`config.mk`:
```
export PLATFORM = sky130hd
export DESIGN_NAME = message_compose_buffer_flat
export DESIGN_NICKNAME = d
export VERILOG_FILES = /design/src/rtl/message_compose_buffer_if.sv /design/src/rtl/message_compose_buffer.sv /design/src/flat_wrapper.sv
export SDC_FILE = /design/constraint.sdc
export NUM_CORES = 1
export LEC_CHECK = 0
export ABC_AREA = 1
export CAP_MARGIN = 20
export CORE_UTILIZATION = 47
export CTS_BUF_LIST = sky130_fd_sc_hd__clkbuf_4
export CTS_CLUSTER_SIZE = 20
export DETAILED_ROUTE_END_ITERATION = 10
export GPL_TIMING_DRIVEN = 0
export PLACE_DENSITY = 0.79
export SLEW_MARGIN = 20
export SYNTH_ARGS = -nofsm -noshare
export SYNTH_HDL_FRONTEND = slang
export SYNTH_SLANG_ARGS = --single-unit
```
`constraint.sdc`:
```
create_clock -name clock -period 4.8 [get_ports clock]
set_input_delay 0.96 -clock clock [delete_from_list [all_inputs] [get_ports clock]]
set_output_delay 0.96 -clock clock [all_outputs]
set_load 0.02 [all_outputs]
```
`src/rtl/message_compose_buffer_if.sv`:
```
// Key-entry and send-handshake bundle between the compose buffer and its neighbours.
// The slave side is the buffer itself, and the master side is the key source or link consumer.
interface message_compose_buffer_if #(
  parameter int N_CHARS = 16
);
  logic                   key_valid;
  logic [7:0]             key_ascii;
  logic                   clear;
  logic [8*N_CHARS-1:0]   message;
  logic [4:0]             char_count;
  logic                   send_valid;
  logic                   send_ready;
  logic                   msg_changed;
  logic                   key_dropped;

  modport slave (
    input  key_valid, key_ascii, clear, send_ready,
    output message, char_count, send_valid, msg_changed, key_dropped
  );

  modport master (
    output key_valid, key_ascii, clear, send_ready,
    input  message, char_count, send_valid, msg_changed, key_dropped
  );
endinterface

```
`src/rtl/message_compose_buffer.sv`:
```
// Builds a space-padded ASCII message from keystrokes and offers it with valid/ready on ENTER.
// Key and accept effects land 1 cycle later; while send_valid waits for send_ready, the message stays frozen and incoming keys are dropped.
module message_compose_buffer #(
  parameter int         N_CHARS   = 16,
  parameter logic [7:0] PAD_CHAR  = 8'h20,
  parameter logic [7:0] KEY_ENTER = 8'h0D,
  parameter logic [7:0] KEY_BKSP  = 8'h08
) (
  input logic                    clock,
  input logic                    reset,
  message_compose_buffer_if.slave bus
);
  localparam int                 MSG_W   = 8 * N_CHARS;
  localparam logic [MSG_W-1:0]   PAD_MSG = {N_CHARS{PAD_CHAR}};

  typedef enum logic {EDIT, SEND} state_t;

  state_t           state, state_nxt;
  logic [MSG_W-1:0] msg, msg_nxt;
  logic [4:0]       count, count_nxt;
  logic             changed, changed_nxt;
  logic             dropped, dropped_nxt;
  logic             printable;
  logic             full;

  assign printable = (bus.key_ascii >= 8'h20) && (bus.key_ascii <= 8'h7E);
  assign full      = (count == 5'(N_CHARS));

  always_ff @(posedge clock or posedge reset) begin
    if (reset) begin
      state   <= EDIT;
      msg     <= PAD_MSG;
      count   <= '0;
      changed <= 1'b0;
      dropped <= 1'b0;
    end else begin
      state   <= state_nxt;
      msg     <= msg_nxt;
      count   <= count_nxt;
      changed <= changed_nxt;
      dropped <= dropped_nxt;
    end
  end

  always_comb begin
    state_nxt   = state;
    msg_nxt     = msg;
    count_nxt   = count;
    changed_nxt = 1'b0;
    dropped_nxt = 1'b0;
    if (bus.clear) begin
      // A key arriving with clear is swallowed silently.
      state_nxt   = EDIT;
      msg_nxt     = PAD_MSG;
      count_nxt   = '0;
      changed_nxt = (count != 5'd0);
    end else if (state == SEND) begin
      if (bus.send_ready) begin
        state_nxt   = EDIT;
        msg_nxt     = PAD_MSG;
        count_nxt   = '0;
        changed_nxt = 1'b1;
      end
      dropped_nxt = bus.key_valid;
    end else if (bus.key_valid) begin
      if (printable) begin
        if (full) begin
          dropped_nxt = 1'b1;
        end else begin
          for (int i = 0; i < N_CHARS; i++) begin
            if (count == 5'(i)) msg_nxt[8*i +: 8] = bus.key_ascii;
          end
          count_nxt   = count + 5'd1;
          changed_nxt = 1'b1;
        end
      end else if (bus.key_ascii == KEY_BKSP) begin
        if (count != 5'd0) begin
          for (int i = 0; i < N_CHARS; i++) begin
            if (count == 5'(i + 1)) msg_nxt[8*i +: 8] = PAD_CHAR;
          end
          count_nxt   = count - 5'd1;
          changed_nxt = 1'b1;
        end
      end else if (bus.key_ascii == KEY_ENTER) begin
        if (count != 5'd0) state_nxt = SEND;
      end else begin
        dropped_nxt = 1'b1;
      end
    end
  end

  assign bus.message     = msg;
  assign bus.char_count  = count;
  assign bus.send_valid  = (state == SEND);
  assign bus.msg_changed = changed;
  assign bus.key_dropped = dropped;
endmodule

```
`src/flat_wrapper.sv`:
```
// flat-port wrapper written by rule: the top's interface ports become plain ports
module message_compose_buffer_flat 
#(
  parameter int         N_CHARS   = 16,
  parameter logic [7:0] PAD_CHAR  = 8'h20,
  parameter logic [7:0] KEY_ENTER = 8'h0D,
  parameter logic [7:0] KEY_BKSP  = 8'h08
)
  (clock, reset, bus_key_valid, bus_key_ascii, bus_clear, bus_send_ready, bus_message, bus_char_count, bus_send_valid, bus_msg_changed, bus_key_dropped);
  message_compose_buffer_if #(.N_CHARS(N_CHARS)) bus_i ();
  input logic clock;
  input logic reset;
  input wire logic [$bits(bus_i.key_valid)-1:0] bus_key_valid;
  input wire logic [$bits(bus_i.key_ascii)-1:0] bus_key_ascii;
  input wire logic [$bits(bus_i.clear)-1:0] bus_clear;
  input wire logic [$bits(bus_i.send_ready)-1:0] bus_send_ready;
  output wire logic [$bits(bus_i.message)-1:0] bus_message;
  output wire logic [$bits(bus_i.char_count)-1:0] bus_char_count;
  output wire logic [$bits(bus_i.send_valid)-1:0] bus_send_valid;
  output wire logic [$bits(bus_i.msg_changed)-1:0] bus_msg_changed;
  output wire logic [$bits(bus_i.key_dropped)-1:0] bus_key_dropped;
  assign bus_i.key_valid = bus_key_valid;
  assign bus_i.key_ascii = bus_key_ascii;
  assign bus_i.clear = bus_clear;
  assign bus_i.send_ready = bus_send_ready;
  assign bus_message = bus_i.message;
  assign bus_char_count = bus_i.char_count;
  assign bus_send_valid = bus_i.send_valid;
  assign bus_msg_changed = bus_i.msg_changed;
  assign bus_key_dropped = bus_i.key_dropped;
  message_compose_buffer #(.N_CHARS(N_CHARS), .PAD_CHAR(PAD_CHAR), .KEY_ENTER(KEY_ENTER), .KEY_BKSP(KEY_BKSP)) u_core (.clock(clock), .reset(reset), .bus(bus_i));
endmodule
```
==> flow_metrics.py <==
metrics = {
    "clocking": {
        "ctsHoldBuffers": 0,
        "cts_buffers": 17,
        "clock_latency_ps": 560,
        "clk_pin_slew_ps": 120,
        "root_buffer": "clkbuf_4",
        "ctsResizeCount": 0,
        "cts_tree": "yes",
        "cts.sinks": 136,
        "htreeDepth": 4,
        "cts_buffer_depth": 2,
        "post_cts_buffers": 0,
    },
    "yosys": {
        "async_flop_share_pct": 100,
        "synthCells": 726,
        "ys_seq_area_share_pct": 55.1,
        "syn-num-nets": 744,
        "synthesis.area_mm2": 0.00621,
        "postSynthAreaPerCell_um2": 8.56,
        "yosys_warnings": 0,
        "synth_seq_cells": 136,
        "ys.flop_type": "dfrtp_1",
        "synth-edff-count": 0,
        "synth_cell_types": 30,
    },
    "final_layout": {
        "multi_input_area_mm2": 0.00240,
        "final_common_cell": "nand2_1",
        "layout-drive-gt1-share_pct": 14.9,
        "final_util_pct": 64.6,
        "area_growth_pct": 32.8,
        "n_fill_cell": 1074,
        "antennaDiodeCount": 0,
        "instances_no_fill": 1079,
        "final_nets": 912,
        "layout_common_cells": "nand2_1, clkdlybuf4s50_1, nand3_1",
        "seq_area_mm2": 0.00342,
    },
    "sta": {
        "worst_pin_slew_ps": 479,
        "min_period_over_period_pct": 56.0,
        "post-route-min-period_ps": 2690,
        "finalSetupViolCount": 0,
        "maxSlewViolCount": 0,
        "finalHoldViolCount": 0,
        "fmax_mhz": 372,
        "rsz0062_at_grt": "no",
        "hold_ws_ps": 469,
        "slew-limit-headroom_pct": 68.1,
        "skew_ps": 19.9,
        "setup_tns_ps": 0,
    },
    "power": {
        "power.leakage_nw": 4.23,
        "internal-power_mw": 2.05,
        "ir_worst_vdd_uv": 260,
        "p_sw_mw": 1.05,
        "pwr-share-seq_pct": 43.9,
        "powerDensity_mw_per_mm2": 376,
        "pwr-share-clk_pct": 26.0,
        "comb_power_share_pct": 30.1,
        "power_mw": 3.10,
        "p_sw_share_pct": 34.0,
    },
    "global_routing": {
        "overflow": 0,
        "grt_pass1_vias": 4971,
        "track_usage_pct": 26.6,
        "grt_start_max_net_pins": 90,
        "antenna_found_initial": 0,
        "grt_pass1_wl_um": 26600,
    },
    "critical_path": {
        "crit_path_end_kind": "output port",
        "worstSetupPathType": "reg2out",
        "cp_slowest_cell": "clkdlybuf4s50_1",
        "critPathArrivalTime_ps": 1730,
        "path_max_fanout": 2,
        "worstPathRequired_ps": 3840,
        "slowest_delay_ps": 640,
        "start_kind": "flop",
        "critPathBufInv": 1,
        "crit_family": "buffers and inverters",
        "crit_chain": "clkdlybuf4s50_1",
    },
    "routing": {
        "first_pass_iters": 5,
        "drc": 0,
        "wirelength_um": 17200,
        "vias_per_cell": 5.09,
        "num_vias": 5496,
        "wire_per_inst_um": 15.9,
        "ant_nets": 0,
        "drt-initial-drc-count": 758,
    },
    "floorplanning": {
        "die_x_um": 117,
        "initial_core_util_pct": 48.6,
        "die_y_um": 117,
        "rows": 41,
        "core_mm2": 0.0128,
        "die_area_mm2": 0.0137,
        "num_io_pins": 149,
    },
    "placement": {
        "dpl.cell_count": 1047,
        "place.gp.congestion": 0.903,
        "hpwlAfterDp_um": 11900,
        "io_buffers": 148,
    },
    "worst_hold_path": {
        "hp-class": "reg2reg",
    },
    "outcome": {
        "status": "completed",
    },
    "run": {
        "drv_cap": 0,
    },
}
## power by group through the flow
stage / clock (mW) / combinational, mW / sequential (mW)
detailed placement: 0 / 0.930 / 1.38
global route: 0.874 / 1.02 / 1.37
floorplan: 0 / 0.407 / 1.52
finish: 0.806 / 0.932 / 1.36
CTS: 0.820 / 0.933 / 1.36
global placement: 0 / 0.916 / 1.38
## area by class of cell
cell class / instances / area share, %
Clock buffer: 24 / 2.18
Inverter: 45 / 2.17
Sequential cell: 136 / 41.5
Tap cell: 172 / 2.61
Buffer: 31 / 2.64
Timing Repair Buffer: 149 / 18.3
Clock inverter: 8 / 1.52
Multi-Input combinational cell: 514 / 29.1
## stage by stage
stage / setup slack (ps) / area [µm²]
detailed placement: 1760 / 7940
global placement: -1610 / 7910
global route: 2040 / 8250
floorplan: 227 / 6210
finish: 2110 / 8250
CTS: 2080 / 8250
## final timing paths
check                      cells past startpoint                      end                      from  slack, ps
min in group asynchronous                      2  u_core.bus.message[116]                     reset        780
max in group asynchronous                      3   u_core.bus.message[37]                     reset       3250
hold / removal                                 2   u_core.bus.message[93]    u_core.bus.message[93]        470
setup / recovery                               1          bus_message[77]    u_core.bus.message[77]       2110
hold reg to reg                                2   u_core.bus.message[93]    u_core.bus.message[93]        470
setup reg to reg                              13   u_core.bus.message[76]  u_core.bus.char_count[0]       2660
## sequential cells by signal, indices dropped and copies added (netlist names)
name	cells
u_core.bus.char_count	5
u_core.bus.message	128
u_core.bus.key_dropped	1
u_core.bus.send_valid	1
u_core.bus.msg_changed	1
## cells by family (layout without fill, tap and decap cells)
kind of cell / count (synthesis) / count (layout) / synth area share [%]
buffers and inverters: 76 / 257 / 6.27
XOR/XNOR: 4 / 4 / 0.564
flip-flops: 136 / 136 / 55.1
AND/OR/NAND/NOR: 477 / 477 / 33.9
adder cells (fa/ha/maj): 5 / 5 / 1.01
AO/OA/AOI/OAI: 28 / 28 / 3.12
## synth_stat cells, types with 2 or more instances
cell | n | area share, %
nor2_1 | 12 | 0.73
nand2_1 | 295 | 18
buf_4 | 3 | 0.36
a21boi_0 | 3 | 0.36
nor2_2 | 2 | 0.20
nand2_2 | 18 | 1.8
dfrtp_1 | 120 | 48
nand3_2 | 2 | 0.32
inv_2 | 22 | 1.3
a21boi_1 | 13 | 1.6
dfstp_2 | 16 | 6.8
ha_1 | 5 | 1.0
nand3_1 | 137 | 11
xor2_1 | 3 | 0.42
nand2_4 | 2 | 0.36
a21oi_1 | 5 | 0.40
inv_1 | 22 | 1.3
o21ai_0 | 4 | 0.32
buf_2 | 18 | 1.5
buf_6 | 9 | 1.6
nor2_4 | 6 | 1.1
## layer usage
| metal | up-vias | global-route usage [%] | part of all wire, % |
|---|---|---|---|
| li1 | 2654 | - | - |
| met1 | 2598 | 36.9 | 44 |
| met2 | 218 | 41.6 | 47 |
| met3 | 26 | 6.08 | 6.7 |
| met4 | 0 | 8.35 | 1.7 |
| met5 | - | 0 | 0 |
Note: power is estimated with default switching activity, not from simulation.
